===== src/rtl/game_tick_sched.sv =====
// Game-tick scheduler: divides vsync frame pulses into speed-dependent ticks,
// handshaked with the snake engine through tick_done, with a one-deep tick queue.
module game_tick_sched #(
   parameter int LEVELS      = 8,
   parameter int INIT_LEVEL  = 0,
   parameter int BASE_FRAMES = 16,
   parameter int STEP_FRAMES = 2,
   parameter int MIN_FRAMES  = 2,
   parameter int AUTO_EAT    = 4,
   parameter int CNT_W       = 6
) (
   input  logic                      clk,
   input  logic                      rst,
   input  logic                      i_vsync_pulse,
   input  logic                      i_run,
   input  logic                      i_speed_up,
   input  logic                      i_speed_down,
   input  logic                      i_eat,
   input  logic                      i_tick_done,
   output logic                      o_tick,
   output logic                      o_busy,
   output logic                      o_overrun,
   output logic [$clog2(LEVELS)-1:0] o_level
);

   localparam int LVL_W    = $clog2(LEVELS);
   localparam int EAT_W    = (AUTO_EAT > 1) ? $clog2(AUTO_EAT) : 1;
   localparam int EAT_LAST = (AUTO_EAT > 0) ? AUTO_EAT - 1 : 0;

   typedef enum logic [1:0] {
      S_COUNT = 2'd0,
      S_FIRE  = 2'd1,
      S_WAIT  = 2'd2
   } state_t;

   state_t             state_q, state_d;
   logic [CNT_W-1:0]   cnt_q, cnt_d;
   logic [LVL_W-1:0]   level_q, level_d;
   logic [EAT_W-1:0]   eat_q, eat_d;
   logic               up_prev_q, down_prev_q;
   logic               pend_q, pend_d;
   logic               tick_q, tick_d;
   logic               busy_q, busy_d;
   logic               ovr_q, ovr_d;

   logic [31:0]        dec_w, raw_w, period_w;
   logic               counted, due;
   logic               up_edge, down_edge, auto_up, up_any;

   // Period is built in 32-bit unsigned arithmetic and floored at zero before
   // the MIN_FRAMES clamp, so high levels cannot wrap to a huge period.
   always_comb begin
      dec_w    = 32'(level_q) * 32'(STEP_FRAMES);
      raw_w    = (dec_w < 32'(BASE_FRAMES)) ? (32'(BASE_FRAMES) - dec_w) : 32'd0;
      period_w = (raw_w > 32'(MIN_FRAMES)) ? raw_w : 32'(MIN_FRAMES);
   end

   assign counted = i_vsync_pulse & i_run;
   assign due     = counted & (32'(cnt_q) >= (period_w - 32'd1));

   always_comb begin
      cnt_d = cnt_q;
      if (counted) begin
         cnt_d = due ? '0 : cnt_q + CNT_W'(1);
      end
   end

   assign up_edge   = i_speed_up & ~up_prev_q;
   assign down_edge = i_speed_down & ~down_prev_q;
   assign auto_up   = (AUTO_EAT != 0) && i_eat && (eat_q == EAT_W'(EAT_LAST));
   assign up_any    = up_edge | auto_up;

   always_comb begin
      eat_d = eat_q;
      if (i_eat) begin
         eat_d = (auto_up || AUTO_EAT == 0) ? '0 : eat_q + EAT_W'(1);
      end
   end

   // Simultaneous up and down cancel; saturation is silent at both ends.
   always_comb begin
      level_d = level_q;
      if (up_any && !down_edge && level_q != LVL_W'(LEVELS - 1)) begin
         level_d = level_q + LVL_W'(1);
      end else if (down_edge && !up_any && level_q != '0) begin
         level_d = level_q - LVL_W'(1);
      end
   end

   always_comb begin
      state_d = state_q;
      pend_d  = pend_q;
      ovr_d   = 1'b0;
      case (state_q)
         S_COUNT: begin
            if (due) state_d = S_FIRE;
         end
         S_FIRE: begin
            state_d = S_WAIT;
            if (due) begin
               if (pend_q) ovr_d  = 1'b1;
               else        pend_d = 1'b1;
            end
         end
         S_WAIT: begin
            if (i_tick_done) begin
               // A tick due in the same cycle as tick_done fires directly;
               // if one was already queued, the new one takes its queue slot.
               state_d = (pend_q || due) ? S_FIRE : S_COUNT;
               pend_d  = pend_q & due;
            end else if (due) begin
               if (pend_q) ovr_d  = 1'b1;
               else        pend_d = 1'b1;
            end
         end
         default: begin
            state_d = S_COUNT;
            pend_d  = 1'b0;
         end
      endcase
      tick_d = (state_d == S_FIRE);
      busy_d = (state_d == S_WAIT);
   end

   always_ff @(posedge clk) begin
      if (rst) begin
         state_q     <= S_COUNT;
         cnt_q       <= '0;
         level_q     <= LVL_W'(INIT_LEVEL);
         eat_q       <= '0;
         up_prev_q   <= 1'b0;
         down_prev_q <= 1'b0;
         pend_q      <= 1'b0;
         tick_q      <= 1'b0;
         busy_q      <= 1'b0;
         ovr_q       <= 1'b0;
      end else begin
         state_q     <= state_d;
         cnt_q       <= cnt_d;
         level_q     <= level_d;
         eat_q       <= eat_d;
         up_prev_q   <= i_speed_up;
         down_prev_q <= i_speed_down;
         pend_q      <= pend_d;
         tick_q      <= tick_d;
         busy_q      <= busy_d;
         ovr_q       <= ovr_d;
      end
   end

   assign o_tick    = tick_q;
   assign o_busy    = busy_q;
   assign o_overrun = ovr_q;
   assign o_level   = level_q;

endmodule


===== config.mk =====
export PLATFORM = sky130hd
export DESIGN_NAME = game_tick_sched
export DESIGN_NICKNAME = d
export VERILOG_FILES = /design/src/rtl/game_tick_sched.sv
export SDC_FILE = /design/constraint.sdc
export NUM_CORES = 1
export LEC_CHECK = 0
export BUFFER_PORTS_ARGS = -buffer_cell sky130_fd_sc_hd__buf_2
export CORE_ASPECT_RATIO = 0.8
export CORE_MARGIN = 4
export CORE_UTILIZATION = 61
export CTS_CLUSTER_SIZE = 30
export DETAILED_ROUTE_END_ITERATION = 6
export PLACE_DENSITY_LB_ADDON = 0.15
export REMOVE_ABC_BUFFERS = 1
export SYNTH_ARGS = -nofsm -noshare
export SYNTH_HDL_FRONTEND = slang
export SYNTH_SLANG_ARGS = --single-unit

===== constraint.sdc =====
create_clock -name clk -period 6.4 [get_ports clk]
set_input_delay 0.64 -clock clk [delete_from_list [all_inputs] [get_ports clk]]
set_output_delay 0.64 -clock clk [all_outputs]
set_load 0.1 [all_outputs]

* Yosys cells after proc, flatten, opt, wreduce, memory -nomap -nowiden
Index checks and enable logic that the tools add are counted. W data, S select, Z words.
Storage, ports and cells: register bits 19, bits of input ports 8, word-level logic and storage cells 61, output and inout bits 6
Cells by class: $lt $le $gt $ge 3, muxes and demuxes 17, reduce and logical (&&, ||, !) cells 11, add/subtract/negate cells 6, bitwise operators 8, equal/unequal tests 6
Operators with widths (count):
- $mux W32 | 2
- $ge A6 B32 Y1 | 1
- $gt A32 B2 Y1 const B | 1
- $sub A32 B1 Y32 const B | 1
- $add A6 B1 Y6 const B | 1
- $eq A2 B2 Y1 const B | 3
- $mux W1 | 6
- $mux W2 | 3
- $mux W3 | 2
- $mux W6 | 1
- $pmux W2 S3 | 1
- $sub A5 B4 Y6 const A | 1
- $and A1 B1 Y1 | 5
- $logic_and A1 B1 Y1 | 5
- $lt A4 B5 Y1 const B | 1
- $eq A2 B1 Y1 const B | 2
- $add A3 B1 Y3 const B | 1
- $ne A3 B3 Y1 const B | 1
- $pmux W1 S3 | 1
- $reduce_bool A3 Y1 | 1
- $sub A3 B1 Y3 const B | 1
- $add A2 B1 Y2 const B | 1
- $logic_not A1 Y1 | 2
- $logic_not A2 Y1 | 1
- 5 further kinds | 6

* Longest topological paths before layout
word-level depth 12, depth in mapped cells 13

* Worst setup path before layout
No wires, ideal clock.
path type reg2reg, from register level_q[0], in the netlist o_level[0], to register busy_q, in the netlist o_busy, clock period less this slack 3750 ps, library setup time 61 ps, buffers on the path 0, stages on the path, launching flop included 11, data required time 6339 ps, setup slack 2650 ps, arrival time 3689 ps, path through dfxtp_1 > inv_1 > ha_1 > ha_1 > nor4_1 > ha_1 > ha_1 > nand4_1 > o221ai_1 > o311ai_0 > and3_1
Between the ends: longest elaborated chain between the ends 12, elaborated cells on any way between the ends 14, classes of those cells 2 x add/sub; 3 x order compare; 1 x eq/ne; 6 x mux; 1 x bitwise; 1 x reduce/logical
Ends and longest elaborated chain:
- start: declaration | RTL line 38 | logic [LVL_W-1:0] level_q, level_d;
- start signal: assignment | RTL line 129 | level_q <= LVL_W'(INIT_LEVEL);
- start signal: assignment | RTL line 140 | level_q <= level_d;
- $sub A5 B4 Y6 / $lt A4 B5 Y1 (equally long branches) | RTL line 54 | raw_w = (dec_w < 32'(BASE_FRAMES)) ? (32'(BASE_FRAMES) - dec_w) : 32'd0;
- $mux W32 * | RTL line 54
- $gt A32 B2 Y1 | RTL line 55 | period_w = (raw_w > 32'(MIN_FRAMES)) ? raw_w : 32'(MIN_FRAMES);
- $mux W32 * | RTL line 55
- $sub A32 B1 Y32 * | RTL line 59 | assign due = counted & (32'(cnt_q) >= (period_w - 32'd1));
- $ge A6 B32 Y1 * | RTL line 59
- $and A1 B1 Y1 * | RTL line 59
- $logic_or A1 B1 Y1 | RTL line 109 | state_d = (pend_q || due) ? S_FIRE : S_COUNT;
- $mux W1 | RTL line 109
- $mux W2 | RTL line 106 | if (i_tick_done) begin
- $pmux W2 S3 * | RTL line 94 | case (state_q)
- $eq A2 B2 Y1 * | RTL line 122 | busy_d = (state_d == S_WAIT);
- end signal: assignment | RTL line 146 | busy_q <= busy_d;
- end: declaration | RTL line 43 | logic busy_q, busy_d;
Every way passes the cells marked *; elsewhere a longest branch is shown, timed or not. A chain may end at the register's enable or synchronous reset.

* Worst setup path in the final report
Ends and elaborated chain as after synthesis.

==> results by group <==
Timing
  • Max-slew violations: 0
  • Fmax: about 290 MHz
  • Final period utilization: a little over half
  • Final TNS setup: 0 ps
  • Fin worst setup slack: roughly 3000 ps
  • Final Hold Fails: 0
  • Hold Slack: slightly above 500 ps
  • Final setup fails: 0
  • Period minus WS final: 3440 ps
  • Worst-margin pin slew: around 540 ps
  • Max-slew headroom: a little over three fifths
  • Clk_skew: roughly 2.7 ps
  • RSZ-0062 raised after global routing: no

Clocking
  • Num CTS Buffers: 3
  • Max H-tree Level: 1
  • Postcts setup bufs: 0
  • Clk slew on worst S/H paths: 110 ps
  • Hold_buf cts: 0
  • Clock Sinks: 19
  • Root Buffer Master: clkbuf_4
  • Clock Tree Buf Depth: 2
  • CTS tree: yes
  • Clock Latency Late Sink: roughly 300 ps
  • Post-CTS sizing: 0

Setup path
  • CP Launch Type: flip-flop
  • Crit path arrival time: ~3700 ps
  • Crit Path Category: flip-flop to flip-flop
  • Data required time of the worst path: approximately 6700 ps
  • Crit Path Max Fanout: 10
  • Worst Setup End Kind: flip-flop

Finish
  • Fill cells: between 150 and 200
  • Syn-to-layout area delta: 7.54%
  • Nets: 180
  • Post-route cell area: approximately 1400 sq um
  • Final design utilization: a little over two thirds
  • N_diodes: 0
  • Layout cell share with drive strength beyond 1: between 10% and 20%

Place
  • Post-place instance area: 1330 sq um
  • Port bufs: 13
  • Dpl ws: around 3000 ps
  • DP Wirelength: between 1500 and 2000 microns
  • Routability cong.: around 0.83

Floorplan
  • Die span in y: ~49 microns
  • Initial Utilization: roughly two thirds
  • Die X: between 50 and 60 microns
  • Core Area: a little under 2000 sq um
  • Placement Rows: 14
  • Die area: between 2000 and 3000 sq um
  • IO Pins: 14

Job
  • Max_cap viols: 0

Synthesis
  • Number of synthesized flops with an enable pin: 0
  • Predominant post-synthesis flop cell: dfxtp_1
  • Mapped Cells: ~140
  • Netlist cell types: 43
  • Syn avg cell area: roughly 8.9 sq um
  • Sequential share of the synthesized area: slightly above 30%
  • Ys async rst share: 0%
  • Yosys reg bits: 19
  • Synthesis warning total: 0
  • Synthesized cell area: ~1300 sq um

GRT
  • GR Layer Usage met1: a little under a quarter
  • Met3 global-route usage: approximately 5.6%
  • Total GRT Usage: 17.9%
  • Grt total ovfl: 0
  • Gr busiest metal: met2
  • Largest net degree at the start of global routing: 20
  • Initial antenna violation count: 0
  • First-pass GRT wire length: between 4000 and 5000 microns
  • Number of global-route vias before repair: 957
  • Grt met2 use: between 20% and 30%

Route
  • Vias/cell: just under 6
  • TritonRoute pass-1 iters: 4
  • Total number of vias: 1032
  • DRT antenna net count: 0
  • Initial DRC Count: 38
  • DRC Markers: 0
  • Routed WL: between 2000 and 2500 microns
  • Drt wl/cell: about 13 microns

Pwr
  • Peak supply drop: 0.189 mV
  • PD cells: ~230 nW/um^2
  • Pleak: roughly 0.00063 uW

Status
  • Outcome: finished, final reports clean

Hold path
  • Worst Hold Class: flip-flop to flip-flop
==> metrics by stage <==
stage | instances | power [uW]
floorplan | 137 | 226
detailed placement | 174 | 252
CTS | 178 | 314
global route | 178 | 334
global placement | 174 | 246
finish | 178 | 312
==> per-layer routing <==
layer / share of wire [%] / up-vias / routed length (microns)
met4: 1.0 / 0 / 24
met2: 46 / 21 / 1100
met3: 3.3 / 4 / 79
met5: 0 / - / 0
met1: 50 / 470 / 1200
li1: - / 537 / -
==> critical path, stage by stage (launching register included) <==
cell and delay [ps]:
dfxtp_1 550, inv_1 140, ha_1 340, ha_1 440, inv_1 130, and2_2 200
nor3_1 160, a31oi_1 90, ha_1 210, a21oi_1 140, o221ai_1 230, o311ai_0 520
and3_1 250
==> power breakdown <==
| group | internal [uW] | switching [uW] |
|---|---|---|
| Combinational | 43.3 | 74.9 |
| Clock | 23.8 | 39.6 |
| Sequential | 123 | 7.02 |
| Total | 191 | 122 |
==> final timing paths <==
kind / start / to / slack [ps] / cells after the start
max: o_level[0] / o_busy / 2960 / 12
min: eat_q[1] / eat_q[1] / 510 / 2
max reg2reg: o_level[0] / o_busy / 2960 / 12
min reg2reg: eat_q[1] / eat_q[1] / 510 / 2
==> cells by family (layout without fill, tap and decap cells) <==
| group | after synthesis | in the layout | share of synthesized area (%) |
|---|---|---|---|
| xor gates and xnor gates | 5 | 5 | 3.47 |
| muxes | 2 | 2 | 1.59 |
| DFF | 19 | 19 | 30.2 |
| buffers and inverters | 15 | 28 | 5.65 |
| and+or+nand+nor | 52 | 52 | 24.1 |
| adders and majority gates | 17 | 17 | 17.5 |
| AOI/OAI and AO/OA | 31 | 31 | 17.6 |
==> cells in the final DEF (no fill, tap or decap), drive strengths merged, types with 4 or more instances in the layout <==
cell type | Yosys | routed
dfxtp | 19 | 19
a21oi | 9 | 9
xor2 | 4 | 4
inv | 11 | 11
ha | 16 | 16
o21ai | 5 | 5
nor2 | 5 | 5
nor3 | 5 | 5
nor2b | 7 | 7
nand2 | 9 | 9
buf | 2 | 13
and2 | 4 | 4
==> flip-flops by register name (all words and copies together), names as in the netlist <==
name / cells
o_tick: 1
o_busy: 1
down_prev_q: 1
pend_q: 1
eat_q: 2
o_level: 3
o_overrun: 1
state_q: 2
cnt_q: 6
up_prev_q: 1
==> cell usage after synthesis (2+ instances only) <==
master	n	area share, %
nand2_1	9	2.7
xor2_1	4	2.8
o211ai_1	2	1.2
nor2b_1	7	3.5
ha_1	16	16
nor2_1	5	1.5
dfxtp_1	19	30
and2_1	2	0.99
nor4_1	2	0.99
a31oi_1	2	0.99
and3_1	3	1.5
nand4_1	3	1.5
nand3b_1	2	1.2
o21ai_0	5	2.0
a21oi_1	9	3.6
clkbuf_1	2	0.60
nor3_1	5	2.0
nor3b_1	2	1.2
nand2b_1	3	1.5
a221oi_1	2	1.4
o211a_1	2	1.6
nand3_1	2	0.79
buf_6	2	1.8
mux2i_1	2	1.6
inv_1	11	3.3
==> layout make-up <==
| cell class | count | area, sq um | area share, % |
|---|---|---|---|
| inverters | 11 | 41.3 | 3.04 |
| flip-flops and latches | 19 | 380 | 28.0 |
| repair buffers | 13 | 65.1 | 4.80 |
| well taps | 24 | 30.0 | 2.21 |
| clock buffers | 3 | 22.5 | 1.66 |
| multi-input cells | 107 | 810 | 59.7 |
| clock inverters | 1 | 7.51 | 0.554 |
(Power assumes the default switching activity.)
